<file path="src/rtl/alu_exec_unit.sv">
// alu_exec_unit: EX-stage execution unit.
//   Single-cycle ops (ADD/SUB/AND/XOR/SLL/SRA/NOP) give a registered result one cycle
//   after acceptance. MUL runs on an iterative shift-add multiplier that retires MUL_STEP
//   multiplier bits per cycle. stall_o holds the upstream pipeline while it runs.
// Ports:
//   clk_i      clock, rising edge
//   rst_i      synchronous active-low reset
//   valid_i    operation present on ALUCtrl_i/data1_i/data2_i
//   ALUCtrl_i  op code: 000 ADD, 001 SUB, 010 MUL, 011 NOP, 100 AND, 101 XOR, 110 SLL, 111 SRA
//   data1_i    operand rs1
//   data2_i    operand rs2 / immediate
//   flush_i    discard in-flight op, accept nothing this cycle
//   ready_o    unit idle, can accept an op
//   stall_o    MUL in progress (== !ready_o)
//   valid_o    one-cycle pulse: data_o/zero_o updated
//   data_o     result, held until next result
//   zero_o     data_o == 0
module alu_exec_unit #(
  parameter int unsigned XLEN     = 32,
  parameter int unsigned MUL_STEP = 1
) (
  input  logic            clk_i,
  input  logic            rst_i,
  input  logic            valid_i,
  input  logic [2:0]      ALUCtrl_i,
  input  logic [XLEN-1:0] data1_i,
  input  logic [XLEN-1:0] data2_i,
  input  logic            flush_i,
  output logic            ready_o,
  output logic            stall_o,
  output logic            valid_o,
  output logic [XLEN-1:0] data_o,
  output logic            zero_o
);

  localparam int unsigned MulIters = XLEN / MUL_STEP;
  localparam int unsigned CntW     = $clog2(MulIters) + 1;

  localparam logic [2:0] OpAdd = 3'b000;
  localparam logic [2:0] OpSub = 3'b001;
  localparam logic [2:0] OpMul = 3'b010;
  localparam logic [2:0] OpNop = 3'b011;
  localparam logic [2:0] OpAnd = 3'b100;
  localparam logic [2:0] OpXor = 3'b101;
  localparam logic [2:0] OpSll = 3'b110;
  localparam logic [2:0] OpSra = 3'b111;

  typedef enum logic [0:0] {StIdle, StMul} state_e;

  state_e          state_q, state_d;
  logic [CntW-1:0] cnt_q, cnt_d;
  logic [XLEN-1:0] mcand_q, mcand_d;
  logic [XLEN-1:0] mplier_q, mplier_d;
  logic [XLEN-1:0] acc_q, acc_d;
  logic [XLEN-1:0] data_q, data_d;
  logic            zero_q, zero_d;
  logic            valid_q, valid_d;

  logic [XLEN-1:0] alu_res;
  logic [XLEN-1:0] step_sum;

  // Single-cycle datapath
  always_comb begin
    alu_res = '0;
    unique case (ALUCtrl_i)
      OpAdd:   alu_res = data1_i + data2_i;
      OpSub:   alu_res = data1_i - data2_i;
      OpAnd:   alu_res = data1_i & data2_i;
      OpXor:   alu_res = data1_i ^ data2_i;
      OpSll:   alu_res = data1_i << data2_i[4:0];
      OpSra:   alu_res = $signed(data1_i) >>> data2_i[4:0];
      OpNop:   alu_res = '0;
      OpMul:   alu_res = '0;
      default: alu_res = '0;
    endcase
  end

  // One multiplier iteration: accumulate multiplicand x low MUL_STEP multiplier bits.
  // Only the low XLEN bits of the product are kept, so signedness does not matter.
  always_comb begin
    step_sum = acc_q;
    for (int unsigned i = 0; i < MUL_STEP; i++) begin
      if (mplier_q[i]) begin
        step_sum = step_sum + (mcand_q << i);
      end
    end
  end

  always_comb begin
    state_d  = state_q;
    cnt_d    = cnt_q;
    mcand_d  = mcand_q;
    mplier_d = mplier_q;
    acc_d    = acc_q;
    data_d   = data_q;
    zero_d   = zero_q;
    valid_d  = 1'b0;

    if (flush_i) begin
      // Flush beats both a new accept and a MUL iteration, including the last one.
      state_d = StIdle;
      cnt_d   = '0;
    end else begin
      unique case (state_q)
        StIdle: begin
          if (valid_i) begin
            if (ALUCtrl_i == OpMul) begin
              state_d  = StMul;
              mcand_d  = data1_i;
              mplier_d = data2_i;
              acc_d    = '0;
              cnt_d    = '0;
            end else begin
              data_d  = alu_res;
              zero_d  = (alu_res == '0);
              valid_d = 1'b1;
            end
          end
        end
        StMul: begin
          acc_d    = step_sum;
          mcand_d  = mcand_q << MUL_STEP;
          mplier_d = mplier_q >> MUL_STEP;
          cnt_d    = cnt_q + CntW'(1);
          if (cnt_q == CntW'(MulIters - 1)) begin
            state_d = StIdle;
            data_d  = step_sum;
            zero_d  = (step_sum == '0);
            valid_d = 1'b1;
          end
        end
        default: state_d = StIdle;
      endcase
    end
  end

  always_ff @(posedge clk_i) begin
    if (!rst_i) begin
      state_q  <= StIdle;
      cnt_q    <= '0;
      mcand_q  <= '0;
      mplier_q <= '0;
      acc_q    <= '0;
      data_q   <= '0;
      zero_q   <= 1'b0;
      valid_q  <= 1'b0;
    end else begin
      state_q  <= state_d;
      cnt_q    <= cnt_d;
      mcand_q  <= mcand_d;
      mplier_q <= mplier_d;
      acc_q    <= acc_d;
      data_q   <= data_d;
      zero_q   <= zero_d;
      valid_q  <= valid_d;
    end
  end

  assign ready_o = (state_q == StIdle);
  assign stall_o = (state_q != StIdle);
  assign valid_o = valid_q;
  assign data_o  = data_q;
  assign zero_o  = zero_q;

endmodule

</file>
<file path="config.mk">
export PLATFORM = sky130hd
export DESIGN_NAME = alu_exec_unit
export DESIGN_NICKNAME = d
export VERILOG_FILES = /design/src/rtl/alu_exec_unit.sv
export SDC_FILE = /design/constraint.sdc
export NUM_CORES = 1
export LEC_CHECK = 0
export BUFFER_PORTS_ARGS = -buffer_cell sky130_fd_sc_hd__buf_2
export CAP_MARGIN = 0
export CORE_ASPECT_RATIO = 0.75
export CORE_MARGIN = 4
export CORE_UTILIZATION = 27
export CTS_CLUSTER_SIZE = 16
export DETAILED_ROUTE_END_ITERATION = 12
export GPL_ROUTABILITY_DRIVEN = 1
export SLEW_MARGIN = 20
export SYNTH_ARGS = -nofsm -noshare
export SYNTH_HDL_FRONTEND = slang
export SYNTH_SLANG_ARGS = --single-unit
</file>
<file path="constraint.sdc">
create_clock -name clk_i -period 5.4 [get_ports clk_i]
set_clock_uncertainty 0.2 [all_clocks]
set_input_delay 0.54 -clock clk_i [delete_from_list [all_inputs] [get_ports clk_i]]
set_output_delay 0.54 -clock clk_i [all_outputs]
set_load 0.01 [all_outputs]
</file>
# After elaboration in Yosys (flattened, before gate mapping)
# Index checks and enable logic that the tools add are counted.
# op_classes
addsub	4
n_mul	0
div_mod_pow	0
order_cmp	0
eq_ne	12
shifts	2
muxes	30
bitwise_logic	5
reduce_logical	8
# ops
op	count
$mux 32	10
$pmux 32 s2	4
$pmux 32 s7	1
$add 32x32->32	2
$logic_not 32->1	2
$and 32x32->32	1
$shl 32x5->32	1
$sshr 32x5->32	1
$sub 32x32->32	1
$xor 32x32->32	1
$eq 3x3->1 const B	4
$mux 6	2
$pmux 6 s2	1
$mux 1	9
$add 6x1->6 const B	1
$eq 3x2->1 const B	2
$eq 6x5->1 const B	1
$pmux 1 s2	3
$ne 2x1->1 const B	2
$ne 2x2->1 const B	2
$reduce_and 4->1	1
$reduce_or 2->1	2
$eq 3x1->1 const B	1
$logic_not 3->1	1
3 further kinds	5
# totals
regBits	137
latchBits	0
ramBits	0
romBits	0
out_inout_bits	36
word_cells	69
memories	0

# Depth between registers and ports, before layout
# Gate-level depths: netlist of the first run.
# logic_depth
ltp_word	7
depth_mapped	25
ltp_nobuf	20

# Least setup slack after synthesis of the first run
# Ideal clock, no wire load.
# synth_path
kind	input to register
from	input data2_i[1]
to	register data_q[30] (netlist: data_o[30])
arrival_ps	5280
required_ps	5130
slack_ps	-149
path_stages	23
path_cell_list	inv_1 > buf_2 > buf_1 > clkbuf_1 > ha_1 > nand3_1 > nor2_1 > nand4bb_1 > or3_1 > nand2_1 > xor2_1 > ha_1 > clkbuf_1 > and3_1 > and3_1 > or4_1 > o21ai_1 > o21ai_0 > a31oi_1 > xnor2_1 > o22ai_1 > mux2_2 > a21oi_1
# synth_via
elab_chain_cells	5
word_cells_on_any_way	8
cone_classes	2 x add/sub; 2 x shift; 4 x mux
# synth_rtl
element	line_no	rtl
start: declaration	27	input logic [XLEN-1:0] data2_i,
$sub 32x32->32, or another cell as far along	67	OpSub: alu_res = data1_i - data2_i;
$pmux 32 s7 *	65	unique case (ALUCtrl_i)
$mux 32 *	107	if (ALUCtrl_i == OpMul) begin
$mux 32 *	106	if (valid_i) begin
$pmux 32 s2 *	104	unique case (state_q)
end signal: assignment	153	data_q <= data_d;
end: declaration	55	logic [XLEN-1:0] data_q, data_d;
# Mark *: on every way between the ends. The rest lies on a longest branch, timed or not. The select of a mux whose other input is x is not followed.
# A chain may end at the register's enable or synchronous reset.

# Worst setup path in the final report of the first run
# Same ends and word-level chain as after synthesis.

==> qor.yml, run 1 <==
areaGrowthSynthToFinish_pct: 13.8
maxCapViolCount: 0
startpoint_type: "input pin"
hp-start: "data2_i[31]"
max_stage_delay_ns: 0.47
drc: 0
synth_warnings: 0
holdWs_ns: 0.209
die_area_sq_mm: 0.0609
reg2reg_from: "mcand_q[0]"
p_leak_nw: 7.68
track_usage: 0.222
status: "finished clean"
met1_usage: 0.325
utilization: 0.312
die_w_um: 284
core_sq_mm: 0.0561
grt_max_degree: 84
num-nets-final: 2164
cts_tree: "yes"
grt-busiest-layer: "met2"
use_met2: 0.326
vias: 16400
critical-path-top-delay-family: "simple AND/OR/NAND/NOR gates"
fin_ws_ns: 0.572
period_minus_slack_ns: 4.83
cts_made_buffers: 17
end_kind: "flop"
syn_avg_cell_area_sq_um: 7.96
drt_iter0_markers: 1844
grt_overflow: 0
synth_top_cells_by_area: "dfxtp_1 18%, mux2i_1 9.8%, ha_1 7.9%"
grt_pass1_vias: 15300
setup_tns_ns: 0
hold_viol_final: 0
irDropWorstVdd_uv: 244
slowest_stage: "or3_1"
initial_core_util: 0.274
yosys.area.top_type_share: 0.178
routabilityCongestion: 1.04
critical_path_arrival_ns: 5.02
vias_per_cell: 6.00
yosysSeqAreaShare: 0.178
cts_setup_buffers: 0
critPathRequiredTime_ns: 5.59
async_flop_share: 0
worstHoldPathType: "input pin to flop"
cts-root-buf: "clkbuf_16"
rsz0062_at_grt: "false"
cts_hold_buf: 0
gr-usage-met3: 0.0485
insertion_delay_ns: 0.45
synth_nets: 2102
critPathMaxFanout: 10
wl_per_cell_um: 25.8
finalCritPeriodShare: 0.894
hold_path_depth: 3
grt_pass1_wl_um: 103000
antenna_found_initial: 0
cts_buffer_depth: 2
yosysMostFrequentCell: "nand2_1"
ys_seq_elements: 137
drive_above_1_share: 0.159
cts_resized: 0
startpoint: "data2_i[1]"
netlist_area_sq_mm: 0.0154
cellPowerDensity_mw_per_mm2: 208
finalPower_w: 0.00363
reg2reg_depth: 13
h-tree-depth: 4
synth_edf_count: 0
synth_commonest_cells: "229 x nand2_1, 150 x mux2i_1, 137 x dfxtp_1"
regToRegSetupSlack_ns: 1.09
clkSinkCount: 137
row_count: 75
routed_wl_um: 70800
firstDrtPassIters: 6
boundaryPins: 107
io_buffers: 106
fmax_ghz: 0.207
slew_viol_final: 0
synth_ff_type: "dfxtp_1"
path_class: "input pin to flop"
cp.buffers_inverters: 2
dpl_worst_slack_ns: 0.178
crit_chain: "buf_2, inv_1, ha_1, nand3_1, nor2_1, nand4bb_1, or3_1, nand2_1, xor2_1, ha_1, and3_1, and3_1, or4_1, o21ai_1, o21ai_0, a31oi_1, xnor2_1, o22ai_1, mux2_2, a21oi_1"
synth_cells: 1932
worst_pin_slew_ns: 0.992
ant_nets: 0
path_clk_slew_ns: 0.07
r2r_end: "zero_o"
yosysUniqueCellTypes: 84
num_antenna_cells: 0
dp_hpwl_um: 54300
die_h_um: 215
setup_violations: 0
synth.largest_area_cell: "dfxtp_1"
relSlewSlack: 0.332
whs_endpoint: "mplier_q[31]"
## worst max-delay path by stage
stage,end,cells past startpoint,slack (ns)
after floorplan,data_o[30],23,-0.008
after global placement,zero_o,20,0.14
after detailed placement,data_o[30],18,0.18
after CTS,data_o[30],18,0.66
after global routing,data_o[30],19,0.22
final,data_o[30],20,0.57
## sequential cells by signal (all words and copies together), names as in the netlist
register and cells:
valid_o 1, data_o 32, cnt_q 6, stall_o 1, zero_o 1, mplier_q 32
mcand_q 32, acc_q 32
## through the flow
step | cells | cell area, sq um
floorplan | 1932 | 15400
global placement | 2706 | 16900
detailed placement | 2706 | 16900
CTS | 2738 | 17500
global route | 2738 | 17500
finish | 2738 | 17500
## layout by cell type, fill, tap and decap left out, types with 36 or more instances in the layout
master    Yosys  final
a21oi_1     126    126
buf_2        14    104
buf_4         0     80
dfxtp_1     137    136
ha_1         97     97
mux2_2       47     47
mux2i_1     150    150
nand2_1     229    229
nor2_1      128    126
o211a_1      68     68
o211ai_1     37     37
o21ai_0      95     94
o22ai_1      36     36
## worst reg2reg max path, cell delays in order, from the launching register on
cell,delay (ns)
dfxtp_1,0.35
ha_1,0.26
fa_1,0.44
a211oi_1,0.30
o21ai_1,0.20
o2111ai_1,0.37
a21oi_1,0.33
or3_1,0.44
a41o_1,0.24
xor2_1,0.13
mux2_2,0.32
nor4_1,0.34
nand4_1,0.19
o21ai_1,0.15
## metal layers
metal / routed length (um) / share of wire / vias to the layer above
met5: 0 / 0 / -
met4: 1680 / 0.024 / 0
met3: 6390 / 0.090 / 84
met2: 29500 / 0.42 / 836
met1: 33200 / 0.47 / 8062
li1: - / - / 7454
## report_power, final
group	internal [W]	switching (W)
sequential	0.00104	0.0000229
combinational	0.000471	0.000842
clock	0.000760	0.000499
## cells by family after synthesis
family,share of synthesized area
XOR/XNOR,0.0399
AND/OR/NAND/NOR,0.182
AO/OA/AOI/OAI,0.284
adder cells (fa/ha/maj),0.0815
multiplexers,0.189
flip-flops,0.178
buffers and inverters,0.0456
## cell type report
cell class	count	area, sq um
fillers	5979	38600
multi-input cells	1623	12000
flip-flops and latches	137	2750
repair buffers	185	1140
well taps	731	915
clock buffers	21	460
clock inverters	11	163
inverters	30	113
No activity file was read; power rests on OpenSTA's default activity.
==> run 2, diff against run 1 <==
- CTS_BUF_LIST: unset -> sky130_fd_sc_hd__clkbuf_8
==> run 2 against run 1 <==
  * Die area stayed put
  * Global-route usage hardly changed
  * Via count is 0.80% lower
  * Register-to-register slack hardly changed
  * Cell count stayed put
  * Critical endpoint unchanged
  * Critical path depth is 1 lower
  * Routed wire length is 0.30% lower
  * Combinational power hardly changed
  * Worst setup slack better by 0.048 ns
  * Sequential power hardly changed
  * Sequential share of layout area is 0.17 points higher
==> qor.yml, run 2 (synthesis gave the netlist of run 1 again) <==
path_class: "input pin to flop"  # unchanged
cts-root-buf: "clkbuf_8"  # was clkbuf_16
die_area_sq_mm: 0.0609  # unchanged
relSlewSlack: 0.339  # was 0.332
h-tree-depth: 4  # unchanged
antenna_found_initial: 0  # unchanged
cts_hold_buf: 0  # unchanged
areaGrowthSynthToFinish_pct: 12.6  # was 13.8%
num_antenna_cells: 0  # unchanged
worstHoldPathType: "input pin to flop"  # unchanged
hold_path_depth: 3  # unchanged
cellPowerDensity_mw_per_mm2: 192  # was 208 mW/mm^2
reg2reg_depth: 13  # unchanged
placed_area_sq_mm: 0.0169  # unchanged
stdcell_area_sq_mm: 0.0173  # was 0.0175 sq mm
final_cell_mix: "229 x nand2_1, 150 x mux2i_1, 136 x dfxtp_1"  # unchanged
critPathMaxFanout: 6  # was 10
rsz0062_at_grt: "false"  # unchanged
slew_viol_final: 0  # unchanged
drt_iter0_markers: 1879  # was 1,844
setup_tns_ns: 0  # unchanged
routed_wl_um: 70600  # was 70,800 um
initial_core_util: 0.274  # unchanged
drc: 0  # unchanged
irDropWorstVdd_uv: 169  # was 244 uV
wl_per_cell_um: 25.8  # about the same
setup_violations: 0  # unchanged
firstDrtPassIters: 6  # unchanged
critPathRequiredTime_ns: 5.63  # was 5.59 ns
startpoint_type: "input pin"  # unchanged
hold_viol_final: 0  # unchanged
period_minus_slack_ns: 4.78  # was 4.83 ns
maxCapViolCount: 0  # unchanged
status: "finished clean"  # unchanged
cts_made_buffers: 17  # unchanged
boundaryPins: 107  # unchanged
cts_setup_buffers: 0  # unchanged
clkSinkCount: 137  # unchanged
vias_per_cell: 5.96  # was 6.00
insertion_delay_ns: 0.50  # was 0.45 ns
fmax_ghz: 0.209  # was 0.207 GHz
cts_resized: 0  # unchanged
finalPower_w: 0.00332  # was 0.00363 W
cts_buffer_depth: 2  # unchanged
num-nets-final: 2164  # unchanged
die_h_um: 215  # unchanged
finalCritPeriodShare: 0.885  # was 0.894
die_w_um: 284  # unchanged
grt_pass1_vias: 15300  # about the same
path_clk_slew_ns: 0.09  # was 0.07 ns
final_common_cell: "nand2_1"  # unchanged
end_kind: "flop"  # unchanged
track_usage: 0.222  # about the same
critical_path_arrival_ns: 5.01  # was 5.02 ns
worst_pin_slew_ns: 0.988  # was 0.992 ns
grt_overflow: 0  # unchanged
drive_above_1_share: 0.159  # unchanged
dp_hpwl_um: 54300  # unchanged
dp.cells: 2706  # unchanged
vias: 16300  # was 16,400
core_sq_mm: 0.0561  # unchanged
p_leak_nw: 7.60  # was 7.68 nW
row_count: 75  # unchanged
cts_tree: "yes"  # unchanged
ant_nets: 0  # unchanged
grt_pass1_wl_um: 103000  # about the same
layout.cells.non_filler: 2738  # unchanged
routabilityCongestion: 1.04  # unchanged
grt_max_degree: 84  # unchanged
io_buffers: 106  # unchanged
holdWs_ns: 0.158  # was 0.209 ns
run 2: cell count changes in the layout (fill, tap and decap cells not counted):
cell       previous run  this run
inv_1                26        28
clkbuf_8              2        19
clkbuf_16            17         0
clkbuf_1              2         0
run 2: final timing paths:
kind / startpoint / slack, ns / to
worst max register to register: mcand_q[0] / 1.10 / zero_o
worst min register to register: data_o[10] / 0.27 / data_o[10]
worst min-delay path: data2_i[31] / 0.16 / mplier_q[31]
worst max-delay path: data2_i[4] / 0.62 / data_o[30]
run 2: report_power, final:
group	switching [W]	internal, W
Combinational	0.000839	0.000471
Sequential	0.0000232	0.00104
Clock	0.000457	0.000487
run 2: layout make-up:
cell class	instances	area [sq um]
inverter	30	113
sequential	137	2750
fill	6001	38800
tap	731	915
timing repair buffer	185	1140
clock buffer	19	262
multi-input combinational	1623	12000
clock inverter	13	170
run 2: stage by stage:
stage,worst slack [ns],utilization
final,0.620,0.308
after global routing,0.293,0.308
after CTS,0.736,0.308
after detailed placement,0.178,0.301
after global placement,0.144,0.301
after floorplan,-0.00779,-
run 2: routing by layer:
layer  routed length (um)  vias up  GRT usage
met4                 1650        0     0.0615
met1                33100     7966      0.326
met2                29500      798      0.326
li1                     -     7456          -
met3                 6290       85     0.0470
met5                    0        -          0
run 2: worst max-delay path, stage by stage:
cell and delay [ns]:
buf_2 0.12, or4_1 0.69, nor4_1 0.25, buf_4 0.19
nand3b_1 0.11, o31ai_1 0.25, xor2_1 0.18, ha_1 0.31
a21oi_1 0.26, o21ai_1 0.13, and3_1 0.22, or4_1 0.47
o21ai_1 0.28, o21ai_0 0.13, a31oi_1 0.21, xnor2_1 0.16
o22ai_1 0.12, mux2_2 0.28, a21oi_1 0.13
==> run 3, diff against run 2 <==
- CORE_MARGIN: 4 -> unset
==> run 3 against run 2 <==
  * First-iteration DRC count increased by 12%
  * Clock power decreased by 4.2%
  * Core utilization decreased by 0.18 points
  * Routed wire length increased by 1.2%
  * Combinational power about the same
==> qor.yml, run 3 (synthesis gave the netlist of run 1 again) <==
cts_setup_buffers: 0  # unchanged
hold_viol_final: 0  # unchanged
r2r_end: "zero_o"  # unchanged
startpoint_type: "input pin"  # unchanged
track_usage: 0.242  # was 0.222
drc: 0  # unchanged
num_antenna_cells: 0  # unchanged
slew_viol_final: 0  # unchanged
core_sq_mm: 0.0561  # unchanged
final_cell_mix: "229 x nand2_1, 150 x mux2i_1, 136 x dfxtp_1"  # unchanged
cts_resized: 0  # unchanged
irDropWorstVdd_uv: 156  # was 169 uV
routed_wl_um: 71400  # was 70,600 um
grt_overflow: 0  # unchanged
hp-start: "data2_i[31]"  # unchanged
grt_pass1_wl_um: 105000  # was 103,000 um
num-nets-final: 2156  # was 2,164
worst_pin_slew_ns: 1.17  # was 0.988 ns
reg2reg_from: "acc_q[7]"  # was mcand_q[0]
vias: 16400  # was 16,300
insertion_delay_ns: 0.55  # was 0.50 ns
areaGrowthSynthToFinish_pct: 11.9  # was 12.6%
cts_hold_buf: 0  # unchanged
drive_above_1_share: 0.157  # was 0.159
hold_path_depth: 3  # unchanged
combinationalPowerShare: 0.399  # was 0.395
placed_area_sq_mm: 0.0168  # was 0.0169 sq mm
reg2reg_depth: 12  # was 13
row_count: 75  # unchanged
ant_nets: 0  # unchanged
p_sw_frac: 0.414  # was 0.398
p_clk_frac: 0.276  # was 0.285
finalPower_w: 0.00327  # was 0.00332 W
firstDrtPassIters: 6  # unchanged
grt_pass1_vias: 15300  # about the same
power_switching_w: 0.00135  # was 0.00132 W
finalCritPeriodShare: 0.887  # was 0.885
die_w_um: 278  # was 284 um
critPathMaxFanout: 6  # unchanged
fmax_ghz: 0.209  # about the same
maxCapViolCount: 0  # unchanged
end_kind: "flop"  # unchanged
period_minus_slack_ns: 4.79  # was 4.78 ns
antenna_found_initial: 5  # was 0
rsz0062_at_grt: "false"  # unchanged
final_common_cell: "nand2_1"  # unchanged
path_clk_slew_ns: 0.09  # about the same
die_h_um: 209  # was 215 um
path_class: "input pin to flop"  # unchanged
cts-root-buf: "clkbuf_8"  # unchanged
intPower_w: 0.00192  # was 0.00200 W
boundaryPins: 107  # unchanged
stdcell_area_sq_mm: 0.0172  # was 0.0173 sq mm
vias_per_cell: 6.01  # was 5.96
cts_tree: "yes"  # unchanged
critPathRequiredTime_ns: 5.66  # was 5.63 ns
initial_core_util: 0.274  # unchanged
p_seq_frac: 0.324  # was 0.320
cts_buffer_depth: 2  # unchanged
relSlewSlack: 0.207  # was 0.339
regToRegSetupSlack_ns: 0.95  # was 1.10 ns
h-tree-depth: 4  # unchanged
drt_iter0_markers: 2096  # was 1,879
io_buffers: 106  # unchanged
wl_per_cell_um: 26.2  # was 25.8 um
whs_endpoint: "mplier_q[31]"  # unchanged
routabilityCongestion: 1.07  # was 1.04
worstHoldPathType: "input pin to flop"  # unchanged
cellPowerDensity_mw_per_mm2: 190  # was 192 mW/mm^2
grt_max_degree: 90  # was 84
cts_made_buffers: 17  # unchanged
p_leak_nw: 7.53  # was 7.60 nW
die_area_sq_mm: 0.0579  # was 0.0609 sq mm
setup_violations: 0  # unchanged
status: "finished clean"  # unchanged
critical_path_arrival_ns: 5.05  # was 5.01 ns
clkSinkCount: 137  # unchanged
dp_hpwl_um: 54700  # was 54,300 um
## run 3: changes by cell type in the layout (fill, tap and decap cells not counted)
cell        previous run  this run
nor2_2                 1         2
nor4bb_1               0         1
clkinv_4               5         2
clkbuf_8              19        17
nor4bb_2               1         0
clkinv_2               0         3
inv_6                  2         5
bufinv_16              3         2
nor2_1               126       125
buf_4                 80        72
clkinvlp_4             0         2
inv_1                 28        26
## run 3: worst max path at each step
| stage | from | to | slack (ns) | cells after the start |
|---|---|---|---|---|
| 3_3_place_gp | data2_i[4] | zero_o | 0.20 | 20 |
| 5_1_grt | data2_i[4] | data_o[30] | 0.25 | 19 |
| 4_1_cts | data2_i[4] | data_o[30] | 0.75 | 17 |
| 6_report | data2_i[4] | data_o[30] | 0.61 | 19 |
| 2_1_floorplan | data2_i[1] | data_o[30] | -0.008 | 23 |
| 3_5_place_dp | data2_i[4] | data_o[30] | 0.18 | 19 |
## run 3: worst max-delay path, cell delays in order
cell      delay [ns]
buf_2           0.12
or4_1           0.69
nor4_1          0.34
buf_4           0.19
nand3b_1        0.11
o31ai_1         0.25
xor2_1          0.19
ha_1            0.31
a21oi_1         0.21
o21ai_1         0.12
and3_1          0.22
or4_1           0.47
o21ai_1         0.25
o21ai_0         0.12
a31oi_1         0.23
xnor2_1         0.15
o22ai_1         0.12
mux2_2          0.28
a21oi_1         0.13
## run 3: layer usage
metal,track usage,share of wire,vias to the layer above
met2,0.339,0.40,862
met1,0.357,0.47,7981
met5,0,0.00014,-
met4,0.0878,0.032,2
li1,-,-,7426
met3,0.0550,0.10,129
## run 3: power by group through the flow
stage               registers [W]  logic, W  clock network [W]
floorplan                 0.00108  0.000764                  0
global placement          0.00108   0.00125                  0
detailed placement        0.00109   0.00126                  0
CTS                       0.00106   0.00126           0.000941
global route              0.00107   0.00137           0.000974
finish                    0.00106   0.00131           0.000904
## run 3: final cells by class
cell class                 count  area (sq um)
clock buffer                  17           234
clock inverter                15           163
fill                        5972         38900
inverter                      30           113
multi-input combinational   1623         12000
sequential                   137          2750
tap                          731           915
timing repair buffer         177          1080
## run 3: metrics by stage
step                setup TNS (ns)  utilization  hold WS (ns)  worst slack (ns)  std cells
global route                     0        0.307         0.133             0.248       2730
floorplan                 -0.00779            -         0.241          -0.00779       1932
detailed placement               0        0.300         0.262             0.181       2698
CTS                              0        0.307        0.0870             0.745       2730
global placement                 0        0.300         0.254             0.201       2698
finish                           0        0.307         0.138             0.610       2730
